$ cat config.mk
export PLATFORM = sky130hd
export DESIGN_NAME = synth_param_rx
export DESIGN_NICKNAME = d
export VERILOG_FILES = /design/src/rtl/synth_param_rx_pkg.sv /design/src/rtl/synth_param_rx_sync.sv /design/src/rtl/synth_param_rx.sv
export SDC_FILE = /design/constraint.sdc
export NUM_CORES = 1
export LEC_CHECK = 0
export CAP_MARGIN = 20
export CELL_PAD_IN_SITES_DETAIL_PLACEMENT = 1
export CELL_PAD_IN_SITES_GLOBAL_PLACEMENT = 2
export CORE_MARGIN = 3
export CORE_UTILIZATION = 30
export DETAILED_ROUTE_END_ITERATION = 6
export PLACE_DENSITY = 0.81
export SYNTH_ARGS = -nofsm -noshare
export SYNTH_HDL_FRONTEND = slang
export SYNTH_SLANG_ARGS = --single-unit
$ cat constraint.sdc
create_clock -name clk -period 1.6 [get_ports clk]
set_input_delay 0.32 -clock clk [delete_from_list [all_inputs] [get_ports clk]]
set_output_delay 0.32 -clock clk [all_outputs]
set_load 0.02 [all_outputs]
$ cat src/rtl/synth_param_rx_pkg.sv
// ----------------------------------------------------------------------------
// synth_pkg
// Shared definitions for the synth-domain parameter receiver:
//   - rx_state_e        : handshake FSM states
//   - SYNTH_FCW_W       : default frequency-control-word width
//   - SYNTH_SHIFT_W     : default mod/synth shift field width
//   - synth_param_t     : parameter bundle at default widths (single voice)
// ----------------------------------------------------------------------------
package synth_pkg;

   localparam int unsigned SYNTH_FCW_W   = 24;
   localparam int unsigned SYNTH_SHIFT_W = 5;

   typedef enum logic [1:0] {
      IDLE,
      CAPTURE,
      APPLY,
      WAIT_LOW
   } rx_state_e;

   typedef struct packed {
      logic [SYNTH_FCW_W-1:0]   carrier_fcws;
      logic [SYNTH_FCW_W-1:0]   mod_fcw;
      logic [SYNTH_SHIFT_W-1:0] mod_shift;
      logic                     note_en;
      logic [SYNTH_SHIFT_W-1:0] synth_shift;
   } synth_param_t;

endpackage

$ cat src/rtl/synth_param_rx_sync.sv
// ----------------------------------------------------------------------------
// synchronizer
// Multi-flop synchronizer for signals crossing into the clk domain.
//   clk   : destination clock
//   rst_n : asynchronous active-low reset, clears every stage
//   d_i   : asynchronous input
//   q_o   : synchronized output (last stage)
// STAGES must be 2 or more.
// ----------------------------------------------------------------------------
module synchronizer #(
   parameter int unsigned STAGES = 2,
   parameter int unsigned WIDTH  = 1
) (
   input  logic             clk,
   input  logic             rst_n,
   input  logic [WIDTH-1:0] d_i,
   output logic [WIDTH-1:0] q_o
);

   logic [STAGES-1:0][WIDTH-1:0] sync_q;

   always_ff @(posedge clk or negedge rst_n) begin
      if (!rst_n) begin
         sync_q <= '0;
      end else begin
         sync_q <= {sync_q[STAGES-2:0], d_i};
      end
   end

   assign q_o = sync_q[STAGES-1];

endmodule

$ cat src/rtl/synth_param_rx.sv
// ----------------------------------------------------------------------------
// synth_param_rx
// Synth-domain end of the four-phase req/ack parameter handshake. Synchronizes
// req_in, captures the cpu_* buses into a shadow bundle, applies the bundle to
// the outputs in one edge (with an update pulse) and returns a flop-driven ack.
//
// Ports:
//   clk, rst_n          : pwm_clk, asynchronous active-low reset
//   req_in              : CPU-domain request (asynchronous)
//   cpu_carrier_fcws,
//   cpu_mod_fcw, cpu_mod_shift,
//   cpu_note_en,
//   cpu_synth_shift     : parameter buses, stable while req_in/ack_out high
//   sample_tick         : sample-boundary strobe (alignment build only)
//   ack_out             : registered acknowledge to the CPU domain
//   carrier_fcws, mod_fcw, mod_shift, note_en, synth_shift : applied parameters
//   update              : one-cycle pulse coinciding with new output values
//
// Build option: SYNTH_PARAM_RX_SAMPLE_ALIGN_EN delays the apply edge until
// sample_tick is high. Undefined: apply is unconditional, sample_tick ignored.
// ----------------------------------------------------------------------------
module synth_param_rx
   import synth_pkg::*;
#(
   parameter int unsigned N_VOICES    = 1,
   parameter int unsigned FCW_W       = SYNTH_FCW_W,
   parameter int unsigned SHIFT_W     = SYNTH_SHIFT_W,
   parameter int unsigned SYNC_STAGES = 2
) (
   input  logic                      clk,
   input  logic                      rst_n,
   input  logic                      req_in,
   input  logic [N_VOICES*FCW_W-1:0] cpu_carrier_fcws,
   input  logic [FCW_W-1:0]          cpu_mod_fcw,
   input  logic [SHIFT_W-1:0]        cpu_mod_shift,
   input  logic [N_VOICES-1:0]       cpu_note_en,
   input  logic [SHIFT_W-1:0]        cpu_synth_shift,
   input  logic                      sample_tick,
   output logic                      ack_out,
   output logic [N_VOICES*FCW_W-1:0] carrier_fcws,
   output logic [FCW_W-1:0]          mod_fcw,
   output logic [SHIFT_W-1:0]        mod_shift,
   output logic [N_VOICES-1:0]       note_en,
   output logic [SHIFT_W-1:0]        synth_shift,
   output logic                      update
);

   typedef struct packed {
      logic [N_VOICES*FCW_W-1:0] carrier_fcws;
      logic [FCW_W-1:0]          mod_fcw;
      logic [SHIFT_W-1:0]        mod_shift;
      logic [N_VOICES-1:0]       note_en;
      logic [SHIFT_W-1:0]        synth_shift;
   } param_bundle_t;

   rx_state_e     state_q;
   param_bundle_t shadow_q;
   param_bundle_t out_q;
   param_bundle_t cpu_bundle;
   logic          update_q;
   logic          ack_q;
   logic          req_s;
   logic          apply_ok;

   synchronizer #(
      .STAGES (SYNC_STAGES),
      .WIDTH  (1)
   ) u_req_sync (
      .clk   (clk),
      .rst_n (rst_n),
      .d_i   (req_in),
      .q_o   (req_s)
   );

   assign cpu_bundle = '{
      carrier_fcws: cpu_carrier_fcws,
      mod_fcw:      cpu_mod_fcw,
      mod_shift:    cpu_mod_shift,
      note_en:      cpu_note_en,
      synth_shift:  cpu_synth_shift
   };

`ifdef SYNTH_PARAM_RX_SAMPLE_ALIGN_EN
   assign apply_ok = sample_tick;
`else
   logic unused_sample_tick;
   assign unused_sample_tick = sample_tick;
   assign apply_ok           = 1'b1;
`endif

   // Outputs are registered on the edge that enters APPLY, so the apply edge
   // is the one leaving CAPTURE. In the alignment build CAPTURE therefore
   // holds until sample_tick, which keeps the default latency at
   // SYNC_STAGES+1 edges.
   always_ff @(posedge clk or negedge rst_n) begin
      if (!rst_n) begin
         state_q  <= IDLE;
         shadow_q <= '0;
         out_q    <= '0;
         update_q <= 1'b0;
         ack_q    <= 1'b0;
      end else begin
         update_q <= 1'b0;
         unique case (state_q)
            IDLE: begin
               if (req_s) begin
                  shadow_q <= cpu_bundle;
                  state_q  <= CAPTURE;
               end
            end
            CAPTURE: begin
               if (apply_ok) begin
                  out_q    <= shadow_q;
                  update_q <= 1'b1;
                  ack_q    <= 1'b1;
                  state_q  <= APPLY;
               end
            end
            APPLY: begin
               state_q <= WAIT_LOW;
            end
            WAIT_LOW: begin
               if (!req_s) begin
                  ack_q   <= 1'b0;
                  state_q <= IDLE;
               end
            end
            default: begin
               state_q <= IDLE;
            end
         endcase
      end
   end

   assign ack_out      = ack_q;
   assign update       = update_q;
   assign carrier_fcws = out_q.carrier_fcws;
   assign mod_fcw      = out_q.mod_fcw;
   assign mod_shift    = out_q.mod_shift;
   assign note_en      = out_q.note_en;
   assign synth_shift  = out_q.synth_shift;

endmodule

Yosys cells after proc, flatten, opt, wreduce, memory -nomap -nowiden:

Cells that the tools add are included.

* add/sub/neg operators: 0
* multipliers: 0
* div/mod/pow operators: 0
* magnitude comparators: 0
* equality and inequality tests: 5
* shifts and indexed selects: 0
* muxes and demuxes: 6
* bitwise logic cells: 0
* reduce and logical (&&, ||, !) cells: 5

Operators with widths (number)
* $pmux W2 S4: 1
* $reduce_and A2 Y1: 3
* $eq A2 B2 Y1 const B: 2
* $mux W2: 2
* $eq A2 B1 Y1 const B: 1
* $logic_not A2 Y1: 1
* $mux W1: 2
* $ne A2 B1 Y1 const B: 1
* $ne A2 B2 Y1 const B: 1
* $pmux W1 S2: 1
* $reduce_bool A2 Y1: 1

* register bits after elaboration: 124
* bits in latches: 0
* RAM bits: 0
* memory bits (read-only): 0
* logic and storage cells: 31
* memories kept: 0

Longest topological paths before layout:

Gate-level depths: netlist (run 1).

* depth after elaboration: 3
* depth in mapped cells: 6
* depth with buffers taken out: 5

Cells and area by module:

A second synthesis (run 1) with hierarchy kept.

* cell total of the unflattened synthesis: 274
* area, all modules: 4708.3 µm²

Modules (own cells, without submodules)
* synth_param_rx: times used 1, cells each 272, area an instance 4658.2 µm², seq. area each 3052.9 µm²
* synchronizer: times used 1, cells each 2, area an instance 50.0 µm², seq. area each 50.0 µm²

Least setup slack after synthesis (run 1):

No wires, ideal clock.

* kind: register -> register
* start point: register state_q[1]
* end point: register out_q (netlist bit carrier_fcws[13])
* setup time: 0.125 ns
* arrival time: 1.397 ns
* path slack: 0.078 ns
* cell stages (with the launch flop): 7
* path buffers: 3
* period minus slack after synthesis: 1.522 ns
* cell sequence: dfrtp_1 > inv_1 > ha_1 > buf_2 > buf_6 > buf_4 > mux2_2

* cells in the longest elaborated chain, start to end: 1

Ends and longest elaborated chain
* start: declaration: RTL line synth_param_rx.sv:56 `rx_state_e state_q;`
* start signal: assignment: RTL line synth_param_rx.sv:97 `state_q <= IDLE;`
* start signal: assignment: RTL line synth_param_rx.sv:108 `state_q <= CAPTURE;`
* start signal: assignment: RTL line synth_param_rx.sv:116 `state_q <= APPLY;`
* $eq A2 B1 Y1: RTL line synth_param_rx.sv:104 `unique case (state_q)`
* end signal: assignment: RTL line synth_param_rx.sv:113 `out_q <= shadow_q;`
* end: declaration: RTL line synth_param_rx.sv:58 `param_bundle_t out_q;`

Every way passes these cells.
A chain may end at the register's enable or synchronous reset.

Final worst setup path (run 1):

* start point: register state_q[1]
* end point: register shadow_q[43] (netlist name)

* cells in the longest elaborated chain, start to end: 2

Ends and longest elaborated chain
* $logic_not A2 Y1: RTL line synth_param_rx.sv:104
* $reduce_and A2 Y1 (no line)
* end signal: assignment: RTL line synth_param_rx.sv:107 `shadow_q <= cpu_bundle;`
* end: declaration: RTL line synth_param_rx.sv:57 `param_bundle_t shadow_q;`

Every way passes these cells.

==> results.txt, run 1 <==
----------------------------------------------------
[Critical path]
  Nature of the critical path startpoint ... register
  Reg-to-reg endpoint ... shadow_q[43]$_DFFE_PN0P_
  Critical-path cell list ... inv_1, ha_2, nand2_4, buf_12, mux2_4
  Cell count of the worst reg-to-reg path ... 5
  Startpoint of the most critical register-to-register path ... state_q[1]$_DFFE_PN0P_
  Max Fanout on Critical Path ... 23
  Buf+Inv Stages, Crit Path ... 2
  Worst reg-to-reg setup slack ... 0.09 ns
  Worst Path Required ... 1.89 ns
  Critical path endpoint category ... register
  Highest cell delay on the worst timing path ... 0.37 ns
  Slowest-stage cell, CP ... sky130_fd_sc_hd__dfrtp_1
  Top delay family on crit path ... flip-flops
  Critical path arrival ... 1.79 ns
  Crit Path Category ... reg -> reg

[Floorplanning]
  Die height ... 131.3 um
  Die ar. ... 17230 um^2
  Initial Util ... 30.86%
  Placeable Area ... 15260 um^2
  IO Count ... 124
  Floorplan die width ... 131.3 um
  Site Rows ... 45

[STA]
  Worst slew margin relative to its limit ... 78.26%
  Pins Over Slew Limit ... 0
  Setup repair after global routing missed its margin ... no
  Peak Freq ... 664.0 MHz
  Final setup viols ... 0
  Final Hold Vio Count ... 0
  Ratio of final minimum period to clock period ... 94.12%
  Time the final worst path needs with I/O delays and setup ... 1.506 ns
  Largest clock skew in the final design ... 0.006401 ns
  Sum of negative setup slack ... 0 ns
  Actual transition at the worst max-transition pin ... 0.3261 ns

[Place]
  Placer's final routability congestion estimate ... 0.6643
  Count of buffers inserted at the top-level ports ... 122
  Detail Placement HPWL ... 6715 um

[Power]
  Leakage ... 3.035 nW
  Total design power ... 15.43 mW
  Areal power density over the cells ... 2245 nW/um^2
  Largest vdd supply drop ... 0.0009946 V

[Route]
  Average wire length per cell after detail routing ... 15.62 um
  Post-detailed-route count of antenna-violating nets ... 0
  Drt initial violations ... 50
  Post-detailed-route DRC marker count ... 0
  Detailed-routing iteration count for the pre-antenna-repair pass ... 3
  Number of vias in the routed layout ... 2757
  Detail-routed via count per cell ... 4.328
  Wire length reported by the detailed router ... 9950 um

[Synthesis]
  YS warnings ... 0
  Avg Inst Size Synth ... 17.18 um^2
  Post-synthesis sequential element count ... 124
  Syn nets ... 344
  Sequential element share of the synthesized area ... 65.90%
  Number of distinct library cells after synthesis ... 12
  Cell area after technology mapping ... 4708 um^2
  Synthesized instance count ... 274

[Clocking]
  CTS tree ... done
  Max clock buf depth ... 2
  CTS sink cnt ... 124
  CTS H-tree lvls ... 4
  Clock latency at the later pin of the worst-skew pair ... 0.41 ns
  Root Driver ... sky130_fd_sc_hd__clkbuf_16
  Inserted Clock Buffers ... 17
  Clock slew at reported path FFs ... 0.05 ns
  Post-CTS setup buffers ... 0

[Cells and area]
  Layout net count ... 483
  Fraction of final layout cells sized beyond drive strength 1 ... 38.26%
  FILL cells ... 1504
  Count of antenna diodes in the layout ... 0
  Synth-to-layout area growth ... 46.00%

[Hold path]
  Classification of the worst-slack hold path ... in -> async

[Status]
  Outcome ... complete, no violations

[Global route]
  Maximum number of pins on one net before global-route repair ... 63
  Number of antenna violations at the first check in global routing ... 0
  First-pass GRT wire length ... 16700 um
  Leftover overflow at the end of global routing ... 0
  Vias in the first global route ... 3130
  Global-route total usage across every layer ... 12.51%

[Flow run]
  Number of max-capacitance violations reported ... 0

----------------------------------------------------
[final cells by class]
cell class / instances / area [um^2] / share of cell area [%]
multi-input cells: 134 / 1528 / 22.22
clock buffers: 20 / 456.7 / 6.644
repair buffers: 133 / 1319 / 19.18
well taps: 211 / 264.0 / 3.841
clock inverters: 12 / 192.7 / 2.803
flip-flops and latches: 124 / 3103 / 45.14
inverters: 3 / 11.26 / 0.1638
[sequential cells by signal, indices dropped and copies added (netlist names)]
name,flops
synth_shift,5
u_req_sync.sync_q,1
u_req_sync.q_o,1
carrier_fcws,24
mod_shift,5
shadow_q,59
update,1
note_en,1
state_q,2
mod_fcw,24
ack_out,1
[worst max-delay path by stage]
stage,from,endpoint,slack [ns],cells after the start
final,state_q[1]$_DFFE_PN0P_,shadow_q[43]$_DFFE_PN0P_,0.09,5
after global routing,state_q[1]$_DFFE_PN0P_,shadow_q[40]$_DFFE_PN0P_,0.008,5
after CTS,state_q[1]$_DFFE_PN0P_,mod_fcw[3]$_DFFE_PN0N_,0.02,4
after detailed placement,state_q[1]$_DFFE_PN0P_,mod_fcw[3]$_DFFE_PN0N_,0.04,4
after global placement,state_q[1]$_DFFE_PN0P_,synth_shift[0]$_DFFE_PN0N_,0.08,4
after floorplan,state_q[1]$_DFFE_PN0P_,carrier_fcws[13]$_DFFE_PN0N_,0.08,6
[synthesized netlist by cell type, drive strengths merged]
library cell | count | area [um^2]
buf | 13 | 86.33
nand2 | 3 | 13.77
mux2 | 118 | 1366
ha | 7 | 87.58
inv | 3 | 11.26
mux2i | 2 | 20.02
dfrtp | 124 | 3103
o21ai | 4 | 20.02
[placed cells by master, fill, tap and decap left out, types with 2 or more instances in the layout]
master / n
sky130_fd_sc_hd__dfrtp_1: 124
sky130_fd_sc_hd__mux2_2: 108
sky130_fd_sc_hd__dlygate4sd2_1: 61
sky130_fd_sc_hd__clkdlybuf4s50_1: 60
sky130_fd_sc_hd__clkbuf_16: 17
sky130_fd_sc_hd__mux2_4: 10
sky130_fd_sc_hd__buf_12: 7
sky130_fd_sc_hd__ha_1: 5
sky130_fd_sc_hd__bufinv_16: 5
sky130_fd_sc_hd__o21ai_0: 4
sky130_fd_sc_hd__clkinv_2: 4
sky130_fd_sc_hd__inv_1: 3
sky130_fd_sc_hd__clkinvlp_4: 3
sky130_fd_sc_hd__buf_4: 3
sky130_fd_sc_hd__nand2_1: 2
sky130_fd_sc_hd__mux2i_1: 2
sky130_fd_sc_hd__clkbuf_8: 2
[power by group]
part / leakage (nW) / internal, mW / total [mW] / switching, mW
Combinational: 1.27 / 3.10 / 5.76 / 2.66
Sequential: 1.45 / 4.77 / 5.52 / 0.742
Clock: 0.312 / 2.83 / 4.16 / 1.33
Total: 3.03 / 10.7 / 15.4 / 4.73
[through the flow]
| stage | hold slack, ns | instances | setup slack [ns] | instance area [um^2] | util [%] |
|---|---|---|---|---|---|
| final | 0.2638 | 637 | 0.09403 | 6874 | 45.05 |
| after global routing | 0.2465 | 637 | 0.007802 | 6874 | 45.05 |
| after CTS | 0.2328 | 637 | 0.02219 | 6858 | 44.94 |
| after detailed placement | 0.1389 | 604 | 0.03933 | 6275 | 41.12 |
| after global placement | 0.1386 | 604 | 0.07859 | 6275 | 41.12 |
| after floorplan | 0.02441 | 274 | 0.07785 | 4708 | - |
[repair_timing]
| item | 4_1_cts | 5_1_grt |
|---|---|---|
| gates resized for setup | 61 | 3 |
| hold buffers | 1 | 0 |
| endpoints found under the setup margin | 61 | 34 |
| cloned | 0 | 0 |
| endpoints found under the hold margin | 124 | 0 |
[cell families after synthesis]
logic type | share of synthesized area [%]
buffers and inverters | 2.073
multiplexers | 29.44
flip-flops | 65.90
AO/OA/AOI/OAI | 0.4252
AND/OR/NAND/NOR | 0.2925
adder cells (fa/ha/maj) | 1.860
[metal layers]
| metal | track usage, % | wire length [um] | up-vias |
|---|---|---|---|
| li1 | - | - | 1235 |
| met4 | 4.901 | 136 | 0 |
| met1 | 13.57 | 4054 | 1427 |
| met2 | 21.20 | 5075 | 82 |
| met5 | 0 | 0 | - |
| met3 | 5.934 | 683 | 13 |
(Power assumes the default switching activity.)
==> inputs of run 2 (changes only) <==
CORE_ASPECT_RATIO = 1.1   (was default)
==> results.txt, run 2 (synthesized netlist as in run 1, its figures left out) <==
----------------------------------------------------
[Critical path]
  Highest cell delay on the worst timing path ... 0.35 ns (was 0.37 ns)
  Crit Path Category ... reg -> reg (unchanged)
  Max Fanout on Critical Path ... 16 (was 23)
  Critical path arrival ... 1.79 ns (about the same)
  Cell count of the worst reg-to-reg path ... 5 (unchanged)
  Reg-to-reg endpoint ... shadow_q[48]$_DFFE_PN0P_ (was shadow_q[43]$_DFFE_PN0P_)
  Worst reg-to-reg setup slack ... 0.1 ns (was 0.09 ns)
  Worst setup path startpoint ... state_q[1]$_DFFE_PN0P_ (unchanged)
  Slowest-stage cell, CP ... sky130_fd_sc_hd__dfrtp_1 (unchanged)
  Nature of the critical path startpoint ... register (unchanged)
  Critical-path cell list ... inv_1, ha_1, nand2_4, buf_12, mux2_2 (was inv_1, ha_2, nand2_4, buf_12, mux2_4)
  Startpoint of the most critical register-to-register path ... state_q[1]$_DFFE_PN0P_ (unchanged)
  Worst Path Required ... 1.88 ns (was 1.89 ns)
  Critical path endpoint category ... register (unchanged)

[Cells and area]
  Fraction of final layout cells sized beyond drive strength 1 ... 38.26% (unchanged)
  FILL cells ... 1521 (was 1504)
  Number of flip-flops in the largest register ... 59 (unchanged)
  Commonest non-fill, non-tap cell in the layout ... sky130_fd_sc_hd__dfrtp_1 (unchanged)
  Layout net count ... 483 (unchanged)
  Top reg by flops ... shadow_q (unchanged)
  Count of antenna diodes in the layout ... 0 (unchanged)
  Synth-to-layout area growth ... 45.23% (was 46.00%)
  Leading cell types in the layout, fill and taps excluded ... sky130_fd_sc_hd__dfrtp_1, sky130_fd_sc_hd__mux2_2, sky130_fd_sc_hd__dlygate4sd2_1 (unchanged)

[Floorplanning]
  Site Rows ... 47 (was 45)
  Initial Util ... 30.91% (was 30.86%)
  Placeable Area ... 15230 um^2 (was 15260 um^2)
  Die ar. ... 17230 um^2 (about the same)
  Floorplan die width ... 125.4 um (was 131.3 um)
  IO Count ... 124 (unchanged)
  Die height ... 137.4 um (was 131.3 um)

[Route]
  Wire length reported by the detailed router ... 9895 um (was 9950 um)
  Detail-routed via count per cell ... 4.410 (was 4.328)
  Average wire length per cell after detail routing ... 15.91 um (was 15.62 um)
  Post-detailed-route count of antenna-violating nets ... 0 (unchanged)
  Number of vias in the routed layout ... 2743 (was 2757)
  Post-detailed-route DRC marker count ... 0 (unchanged)
  Detailed-routing iteration count for the pre-antenna-repair pass ... 4 (was 3)
  Drt initial violations ... 75 (was 50)

[Hold path]
  Hold path cells ... 0
  Hold worst-path end ... u_req_sync.q_o$_DFF_PN0_
  Classification of the worst-slack hold path ... reg -> reg (was in -> async)
  Hold path startpoint ... u_req_sync.sync_q[0]$_DFF_PN0_

[STA]
  Setup repair after global routing missed its margin ... no (unchanged)
  Worst slew margin relative to its limit ... 66.71% (was 78.26%)
  Pins Over Slew Limit ... 0 (unchanged)
  Time the final worst path needs with I/O delays and setup ... 1.505 ns (was 1.506 ns)
  Actual transition at the worst max-transition pin ... 0.4993 ns (was 0.3261 ns)
  Largest clock skew in the final design ... 0.005493 ns (was 0.006401 ns)
  Sum of negative setup slack ... 0 ns (unchanged)
  Peak Freq ... 664.6 MHz (was 664.0 MHz)
  Ratio of final minimum period to clock period ... 94.04% (was 94.12%)
  Final setup viols ... 0 (unchanged)
  Worst path setup slack after routing ... 0.09539 ns (was 0.09403 ns)
  Final Hold Vio Count ... 0 (unchanged)

[Clocking]
  Post-CTS setup buffers ... 0 (unchanged)
  Inserted Clock Buffers ... 17 (unchanged)
  CTS H-tree lvls ... 4 (unchanged)
  Root Driver ... sky130_fd_sc_hd__clkbuf_16 (unchanged)
  Clock slew at reported path FFs ... 0.05 ns (about the same)
  CTS sink cnt ... 124 (unchanged)
  CTS tree ... done (unchanged)
  Clock latency at the later pin of the worst-skew pair ... 0.40 ns (was 0.41 ns)
  Max clock buf depth ... 2 (unchanged)

[Global route]
  Number of antenna violations at the first check in global routing ... 0 (unchanged)
  Leftover overflow at the end of global routing ... 0 (unchanged)
  Global-route total usage across every layer ... 11.89% (was 12.51%)
  Maximum number of pins on one net before global-route repair ... 85 (was 63)
  First-pass GRT wire length ... 15840 um (was 16700 um)
  Vias in the first global route ... 3075 (was 3130)

[Place]
  Placer's final routability congestion estimate ... 0.6835 (was 0.6643)
  Detail Placement HPWL ... 6798 um (was 6715 um)
  Pre-CTS setup slack ... 0.01985 ns (was 0.03933 ns)
  Count of buffers inserted at the top-level ports ... 122 (unchanged)

[Power]
  Largest vdd supply drop ... 0.0008425 V (was 0.0009946 V)
  NetSw ... 4.684 mW (was 4.729 mW)
  Leakage ... 3.042 nW (was 3.035 nW)
  Switching share of total power ... 30.50% (was 30.64%)
  Total internal power ... 10.67 mW (was 10.70 mW)
  Share of total power in the clock network ... 27.0% (about the same)
  Areal power density over the cells ... 2246 nW/um^2 (was 2245 nW/um^2)
  Relative contribution of sequential cells to total power ... 35.8% (was 35.7%)
  Gate power share ... 37.3% (about the same)

[Flow run]
  Number of max-capacitance violations reported ... 0 (unchanged)

[Status]
  Outcome ... complete, no violations (unchanged)

----------------------------------------------------
## run 2: worst max-delay path by stage
stage	endpoint	slack, ns
after CTS	shadow_q[50]$_DFFE_PN0P_	0.009
after floorplan	carrier_fcws[13]$_DFFE_PN0N_	0.08
after detailed placement	shadow_q[50]$_DFFE_PN0P_	0.02
after global routing	shadow_q[45]$_DFFE_PN0P_	0.01
final	shadow_q[48]$_DFFE_PN0P_	0.1
after global placement	shadow_q[50]$_DFFE_PN0P_	0.08
## run 2: critical path: cells and delay by family (launching register included)
kind / cells / cell delay, ns
adder cells (fa/ha/maj): 1 / 0.24
AND/OR/NAND/NOR: 1 / 0.16
multiplexers: 1 / 0.35
buffers and inverters: 2 / 0.29
flip-flops: 1 / 0.35
## run 2: cell type report
cell class              instances  area (um^2)  share of cell area [%]
clock buffers                  19        452.9                   6.624
repair buffers                133         1315                   19.23
clock inverters                13        195.2                   2.855
multi-input cells             134         1515                   22.16
well taps                     196        245.2                   3.586
flip-flops and latches        124         3103                   45.38
inverters                       3        11.26                  0.1647
## run 2: repair_timing
item	in CTS	in global routing
endpoints found under the hold margin	84	0
endpoints found under the setup margin	61	57
hold buffers	1	0
gates resized for setup	61	1
## run 2: power groups by stage
stage / Sequential, mW / Combinational, mW / Clock (mW)
2_1_floorplan: 6.42 / 2.81 / 0
3_3_place_gp: 5.47 / 6.21 / 0
3_5_place_dp: 5.60 / 6.39 / 0
4_1_cts: 5.53 / 5.86 / 4.27
5_1_grt: 5.72 / 6.15 / 4.46
6_report: 5.49 / 5.72 / 4.14
## run 2: layer usage
metal	wire, um	vias to the layer above	track usage, %	part of all wire (%)
li1	-	1238	-	-
met1	3967	1416	13.14	40
met2	5127	82	20.24	52
met3	710	7	5.467	7.2
met4	90	0	4.337	0.91
met5	0	-	0	0
## run 2: metrics by stage
stage | hold slack (ns) | power, mW | instances | cell area (um^2) | utilization (%)
global placement | 0.3405 | 11.68 | 589 | 6251 | 41.04
floorplan | 0.02441 | 9.231 | 274 | 4708 | -
detailed placement | 0.3434 | 11.99 | 589 | 6251 | 41.04
CTS | 0.3423 | 15.66 | 622 | 6833 | 44.86
global route | 0.3618 | 16.33 | 622 | 6838 | 44.89
finish | 0.3513 | 15.36 | 622 | 6838 | 44.89
==> inputs of run 3 (changes only) <==
PLACE_DENSITY = default   (was 0.81)
PLACE_DENSITY_LB_ADDON = 0.1   (was default)
clock period = 1.3 ns   (was 1.6 ns; I/O delays follow)
==> results.txt, run 3 (synthesized netlist as in run 1, its figures left out) <==
----------------------------------------------------
[Global route]
  Global-route total usage across every layer ... 13.75% (was 11.89%)
  Number of antenna violations at the first check in global routing ... 0 (unchanged)
  First-pass GRT wire length ... 18080 um (was 15840 um)
  Vias in the first global route ... 3272 (was 3075)
  Maximum number of pins on one net before global-route repair ... 50 (was 85)
  Leftover overflow at the end of global routing ... 0 (unchanged)

[Clocking]
  Inserted Clock Buffers ... 17 (unchanged)
  Clock latency at the later pin of the worst-skew pair ... 0.41 ns (was 0.40 ns)
  CTS sink cnt ... 124 (unchanged)
  CTS tree ... done (unchanged)
  Clock slew at reported path FFs ... 0.05 ns (about the same)
  CTS H-tree lvls ... 4 (unchanged)
  Root Driver ... sky130_fd_sc_hd__clkbuf_16 (unchanged)
  Max clock buf depth ... 2 (unchanged)

[Place]
  Placed standard-cell area ... 6446 um^2 (was 6251 um^2)
  Count of buffers inserted at the top-level ports ... 122 (unchanged)
  Detail Placement HPWL ... 7604 um (was 6798 um)
  Placer's final routability congestion estimate ... 0.6917 (was 0.6835)

[Floorplanning]
  Die ar. ... 17230 um^2 (unchanged)
  IO Count ... 124 (unchanged)
  Initial Util ... 30.91% (unchanged)
  Die height ... 137.4 um (unchanged)
  Placeable Area ... 15230 um^2 (unchanged)
  Site Rows ... 47 (unchanged)
  Floorplan die width ... 125.4 um (unchanged)

[Flow run]
  Number of max-capacitance violations reported ... 0 (unchanged)

[Route]
  Post-detailed-route count of antenna-violating nets ... 0 (unchanged)
  Detail-routed via count per cell ... 4.486 (was 4.410)
  Post-detailed-route DRC marker count ... 0 (unchanged)
  Detailed-routing iteration count for the pre-antenna-repair pass ... 4 (unchanged)
  Wire length reported by the detailed router ... 11170 um (was 9895 um)
  Drt initial violations ... 68 (was 75)
  Average wire length per cell after detail routing ... 17.50 um (was 15.91 um)
  Number of vias in the routed layout ... 2862 (was 2743)

[Cells and area]
  Flip-flop and latch area ... 3104 um^2 (was 3103 um^2)
  Synth-to-layout area growth ... 49.00% (was 45.23%)
  Top reg by flops ... shadow_q (unchanged)
  Number of flip-flops in the largest register ... 59 (unchanged)
  Leading cell types in the layout, fill and taps excluded ... sky130_fd_sc_hd__dfrtp_1, sky130_fd_sc_hd__mux2_4, sky130_fd_sc_hd__buf_2 (was sky130_fd_sc_hd__dfrtp_1, sky130_fd_sc_hd__mux2_2, sky130_fd_sc_hd__dlygate4sd2_1)
  FILL cells ... 1484 (was 1521)
  Final Cell Area ... 7015 um^2 (was 6838 um^2)
  Fraction of final layout cells sized beyond drive strength 1 ... 55.20% (was 38.26%)
  Count of antenna diodes in the layout ... 0 (unchanged)
  Layout net count ... 499 (was 483)
  Area of the multi-input gates ... 1803 um^2 (was 1515 um^2)
  Commonest non-fill, non-tap cell in the layout ... sky130_fd_sc_hd__dfrtp_1 (unchanged)

[STA]
  Worst slew margin relative to its limit ... 81.32% (was 66.71%)
  Pins Over Slew Limit ... 0 (unchanged)
  Largest clock skew in the final design ... 0.008584 ns (was 0.005493 ns)
  Peak Freq ... 714.6 MHz (was 664.6 MHz)
  Worst path setup slack after routing ... -0.09933 ns (was 0.09539 ns)
  Time the final worst path needs with I/O delays and setup ... 1.399 ns (was 1.505 ns)
  Actual transition at the worst max-transition pin ... 0.2802 ns (was 0.4993 ns)
  Final Hold Vio Count ... 0 (unchanged)
  Setup repair after global routing missed its margin ... yes (was no)
  Ratio of final minimum period to clock period ... 107.6% (was 94.04%)
  Sum of negative setup slack ... -7.663 ns (was 0 ns)
  Final setup viols ... 118 (was 0)

[Power]
  Gate power share ... 42.2% (was 37.3%)
  Share of total power in the clock network ... 23.3% (was 27.0%)
  Largest vdd supply drop ... 0.001333 V (was 0.0008425 V)
  NetSw ... 6.280 mW (was 4.684 mW)
  Total internal power ... 13.76 mW (was 10.67 mW)
  Relative contribution of sequential cells to total power ... 34.5% (was 35.8%)
  Areal power density over the cells ... 2857 nW/um^2 (was 2246 nW/um^2)
  Switching share of total power ... 31.33% (was 30.50%)
  Leakage ... 3.255 nW (was 3.042 nW)

[Critical path]
  Max Fanout on Critical Path ... 10 (was 16)
  Critical path arrival ... 1.68 ns (was 1.79 ns)
  Critical path endpoint category ... register (unchanged)
  Crit Path Category ... reg -> reg (unchanged)
  Nature of the critical path startpoint ... register (unchanged)
  Worst Path Required ... 1.58 ns (was 1.88 ns)

[Status]
  Outcome ... finished with violations (was complete, no violations)
  Violated checks ... negative setup slack

[Hold path]
  Classification of the worst-slack hold path ... in -> async (was reg -> reg)

----------------------------------------------------
run 3: cell count changes in the layout (fill, tap and decap cells not counted), moves of 5 or more:
cell                            delta
sky130_fd_sc_hd__clkbuf_1          +5
sky130_fd_sc_hd__buf_4             +8
sky130_fd_sc_hd__buf_6             +5
sky130_fd_sc_hd__mux2_2           -59
sky130_fd_sc_hd__mux2_4           +59
sky130_fd_sc_hd__dlygate4sd2_1    -61
sky130_fd_sc_hd__buf_2            +61
run 3: per-stage QoR:
stage          total power, mW  instances  hold WS, ns  util [%]  setup WS, ns
2_1_floorplan            11.70        274     -0.03559         -       -0.1453
3_3_place_gp             15.02        603       0.1364     42.32       -0.1164
3_5_place_dp             15.31        603       0.1329     42.32       -0.1451
4_1_cts                  20.05        639       0.2502     45.69      -0.09557
5_1_grt                  21.29        638       0.2556     46.06       -0.1379
6_report                 20.04        638       0.2562     46.06      -0.09933
run 3: layout make-up:
cell class | count | area share [%]
timing repair buffer | 149 | 18.03
sequential | 124 | 44.25
clock inverter | 8 | 1.641
clock buffer | 24 | 6.724
tap | 196 | 3.496
inverter | 3 | 0.1605
multi-input combinational | 134 | 25.70
run 3: path summary, 6_finish.rpt:
check                                                     from                             end  slack (ns)  cells after the start
min in group clk                                        req_in  u_req_sync.sync_q[0]$_DFF_PN0_        0.29                      1
max in group asynchronous                                rst_n          state_q[0]$_DFFE_PN0P_        0.49                      3
worst max register to register          state_q[1]$_DFFE_PN0P_        shadow_q[37]$_DFFE_PN0P_        -0.1                      5
worst min register to register  u_req_sync.sync_q[0]$_DFF_PN0_        u_req_sync.q_o$_DFF_PN0_        0.36                      0
worst max-delay path                    state_q[1]$_DFFE_PN0P_        shadow_q[37]$_DFFE_PN0P_        -0.1                      5
worst min-delay path                                     rst_n        shadow_q[57]$_DFFE_PN0P_        0.26                      2
run 3: per-layer routing:
| layer | up-vias | wire length, um | GRT usage [%] |
|---|---|---|---|
| li1 | 1270 | - | - |
| met1 | 1497 | 4754 | 16.21 |
| met2 | 79 | 5598 | 22.38 |
| met3 | 16 | 642 | 5.390 |
| met4 | 0 | 172 | 6.145 |
| met5 | - | 0 | 0 |
run 3: repair_timing:
action                                  4_1_cts  5_1_grt
gates resized for setup                     291       19
hold buffers                                  1        0
gates cloned                                  1        0
pin swaps                                     2        2
buffers inserted                              2        0
endpoints found under the setup margin      182      121
hold endpoints to repair                     75        0
run 3: worst max-delay path: stages (launching register included):
cell	delay [ns]
sky130_fd_sc_hd__dfrtp_1	0.38
sky130_fd_sc_hd__inv_2	0.11
sky130_fd_sc_hd__ha_4	0.18
sky130_fd_sc_hd__nand2_8	0.11
sky130_fd_sc_hd__buf_16	0.19
sky130_fd_sc_hd__mux2_4	0.30
run 3: power groups by stage:
stage | combinational, mW | sequential (mW) | clock, mW
5_1_grt | 9.06 | 7.20 | 5.03
3_5_place_dp | 8.38 | 6.93 | 0
6_report | 8.45 | 6.92 | 4.67
3_3_place_gp | 8.22 | 6.80 | 0
4_1_cts | 8.33 | 6.90 | 4.82
2_1_floorplan | 3.77 | 7.93 | 0
==> variant (flow settings as in run 1) <==
Reset style: synchronous (`rst_n`), changed in 2 clocked blocks. Comments in the files are not updated.
--- a/src/rtl/synth_param_rx_sync.sv
+++ b/src/rtl/synth_param_rx_sync.sv
@@ -20,5 +20,5 @@
    logic [STAGES-1:0][WIDTH-1:0] sync_q;
 
-   always_ff @(posedge clk or negedge rst_n) begin
+   always_ff @(posedge clk) begin
       if (!rst_n) begin
          sync_q <= '0;
--- a/src/rtl/synth_param_rx.sv
+++ b/src/rtl/synth_param_rx.sv
@@ -93,5 +93,5 @@
    // holds until sample_tick, which keeps the default latency at
    // SYNC_STAGES+1 edges.
-   always_ff @(posedge clk or negedge rst_n) begin
+   always_ff @(posedge clk) begin
       if (!rst_n) begin
          state_q  <= IDLE;
Formal check against the unedited RTL: differs if rst_n is asserted again (counterexample within 10 cycles, from zero or initial values and one cycle with rst_n low); with rst_n held inactive, the same outputs for 10 cycles.
==> variant against run 1 <==
- sequential cell count unchanged
- area after synthesis increased by 1.8%
- synthesized cell count rose by 74%
- maximum frequency rose by 4.4%
- die area is 1.7% higher
- sequential share of layout area decreased by 8.6 points
- design area fell by 1.0%
- via count is 31% higher
- routed wire length up 23%
- clock skew rose by 2.0 ps
- setup slack improved by 63 ps
Power is not compared: it rests on default switching activity, and its combinational part moved more than twofold at a synthesized area within 25%.
==> variant: results (changes against run 1) <==
* Status: complete, no violations
* Slowest CP cell: dfxtp_1
* Mean Syn Cell Area at 10.0 sq um (-42%)
* First-pass GRT wire length at 18.9 mm (+13%)
* Worst-Margin Slew at 471 ps (+145 ps)
* R2R Path Start: state_q[1]
* Routed via count at 3617 (+31%)
* GRT Total Usage at 0.136 (+0.0112)
* Worst Path Max Fanout at 2 (-91%)
* Placed Cells at 786 (+30%)
* Placer Congestion at 0.741 (+12%)
* Share of synthesized registers carrying an async set or reset at 0 (-1.00)
* DP HPWL at 7.45 mm (+11%)
* Dominant synthesized flop cell: dfxtp_1
* Top Family by Delay on Critical Path: flip-flops
* DP Area at 6200 sq um (-1.2%)
* Vias in the first global route at 3747 (+20%)
* Routed len/inst at 14.9 um (-4.6%)
* Reg2Reg Capture Point: shadow_q[10]
* Post-synthesis sequential area ratio at 0.518 (-0.141)
* Critical Path AT at 1120 ps (-670 ps)
* Layout Nets at 666 (+38%)
* Largest net degree at the start of global routing at 127 (+100%)
* Detailed router's first-iteration violation count at 128 (+160%)
* Total CTS buffers at 17 (unchanged)
* Post-synth top cells: dfxtp_1, nand2_1, mux2i_1, nor2b_1, a21boi_0
* R2R depth at 6 (+1)
* FILL cells at 1728 (+15%)
* Pre-Repair DR Iteration Count at 4 (+1)
* Hold Path Class: in2reg
* Reg with most FFs: shadow_q
* Syn_nets at 548 (+59%)
* Hold_ws at 432 ps (+168 ps)
* Layout cell share with drive strength beyond 1 at 0.0954 (-0.287)
* Post-synth cell types at 20 (+8)
* DP Worst Slack at -11.8 ps (-51.1 ps)
* R2r setup slk at 160 ps (+60 ps)
* Final Skew at 8.43 ps (+2.03 ps)
* Period Utilization, post-route at 0.902 (-0.0397)
* Area contributors post-synth: dfxtp_1, mux2i_1, nand2_1
==> variant: logic make-up after synthesis <==
family / after synthesis / synth area share
AO/OA/AOI/OAI: 64 / 0.107
adder cells (fa/ha/maj): 7 / 0.0183
buffers and inverters: 36 / 0.0506
flip-flops: 124 / 0.518
multiplexers: 60 / 0.125
AND/OR/NAND/NOR: 187 / 0.181
==> variant: worst max path at each step <==
stage / start / end / slack (ps) / depth (start not counted)
floorplan: state_q[0] / shadow_q[42] / 170 / 8
global placement: state_q[1] / shadow_q[27] / 100 / 6
detailed placement: state_q[1] / shadow_q[1] / -10 / 6
CTS: state_q[1] / shadow_q[1] / 60 / 6
global route: state_q[1] / shadow_q[47] / 30 / 6
finish: synth_shift[1] / synth_shift[1] / 160 / 1
==> variant: layout make-up <==
| class | count | area (sq um) | area share |
|---|---|---|---|
| clock buffers | 18 | 439 | 0.0646 |
| clock inverters | 13 | 190 | 0.0280 |
| inverters | 2 | 7.51 | 0.00110 |
| multi-input cells | 318 | 2090 | 0.307 |
| flip-flops and latches | 124 | 2480 | 0.365 |
| well taps | 211 | 264 | 0.0388 |
| repair buffers | 133 | 1330 | 0.196 |
==> variant: power by group <==
part,internal (mW),switching (mW)
Combinational,0.709,0.755
Clock,2.65,1.42
Sequential,3.27,0.0989
Total,6.63,2.27
==> variant: timing repair <==
action | 4_1_cts | 5_1_grt
pin swaps | 0 | 0
gates resized for setup | 62 | 3
setup endpoints to repair | 66 | 28
gates cloned | 0 | 2
==> variant: per-layer routing <==
layer / vias up / global-route usage / wire, um
li1: 1791 / - / -
met1: 1724 / 0.160 / 5200
met2: 84 / 0.227 / 6150
met3: 18 / 0.0466 / 639
met4: 0 / 0.0589 / 213
met5: - / 0 / 0
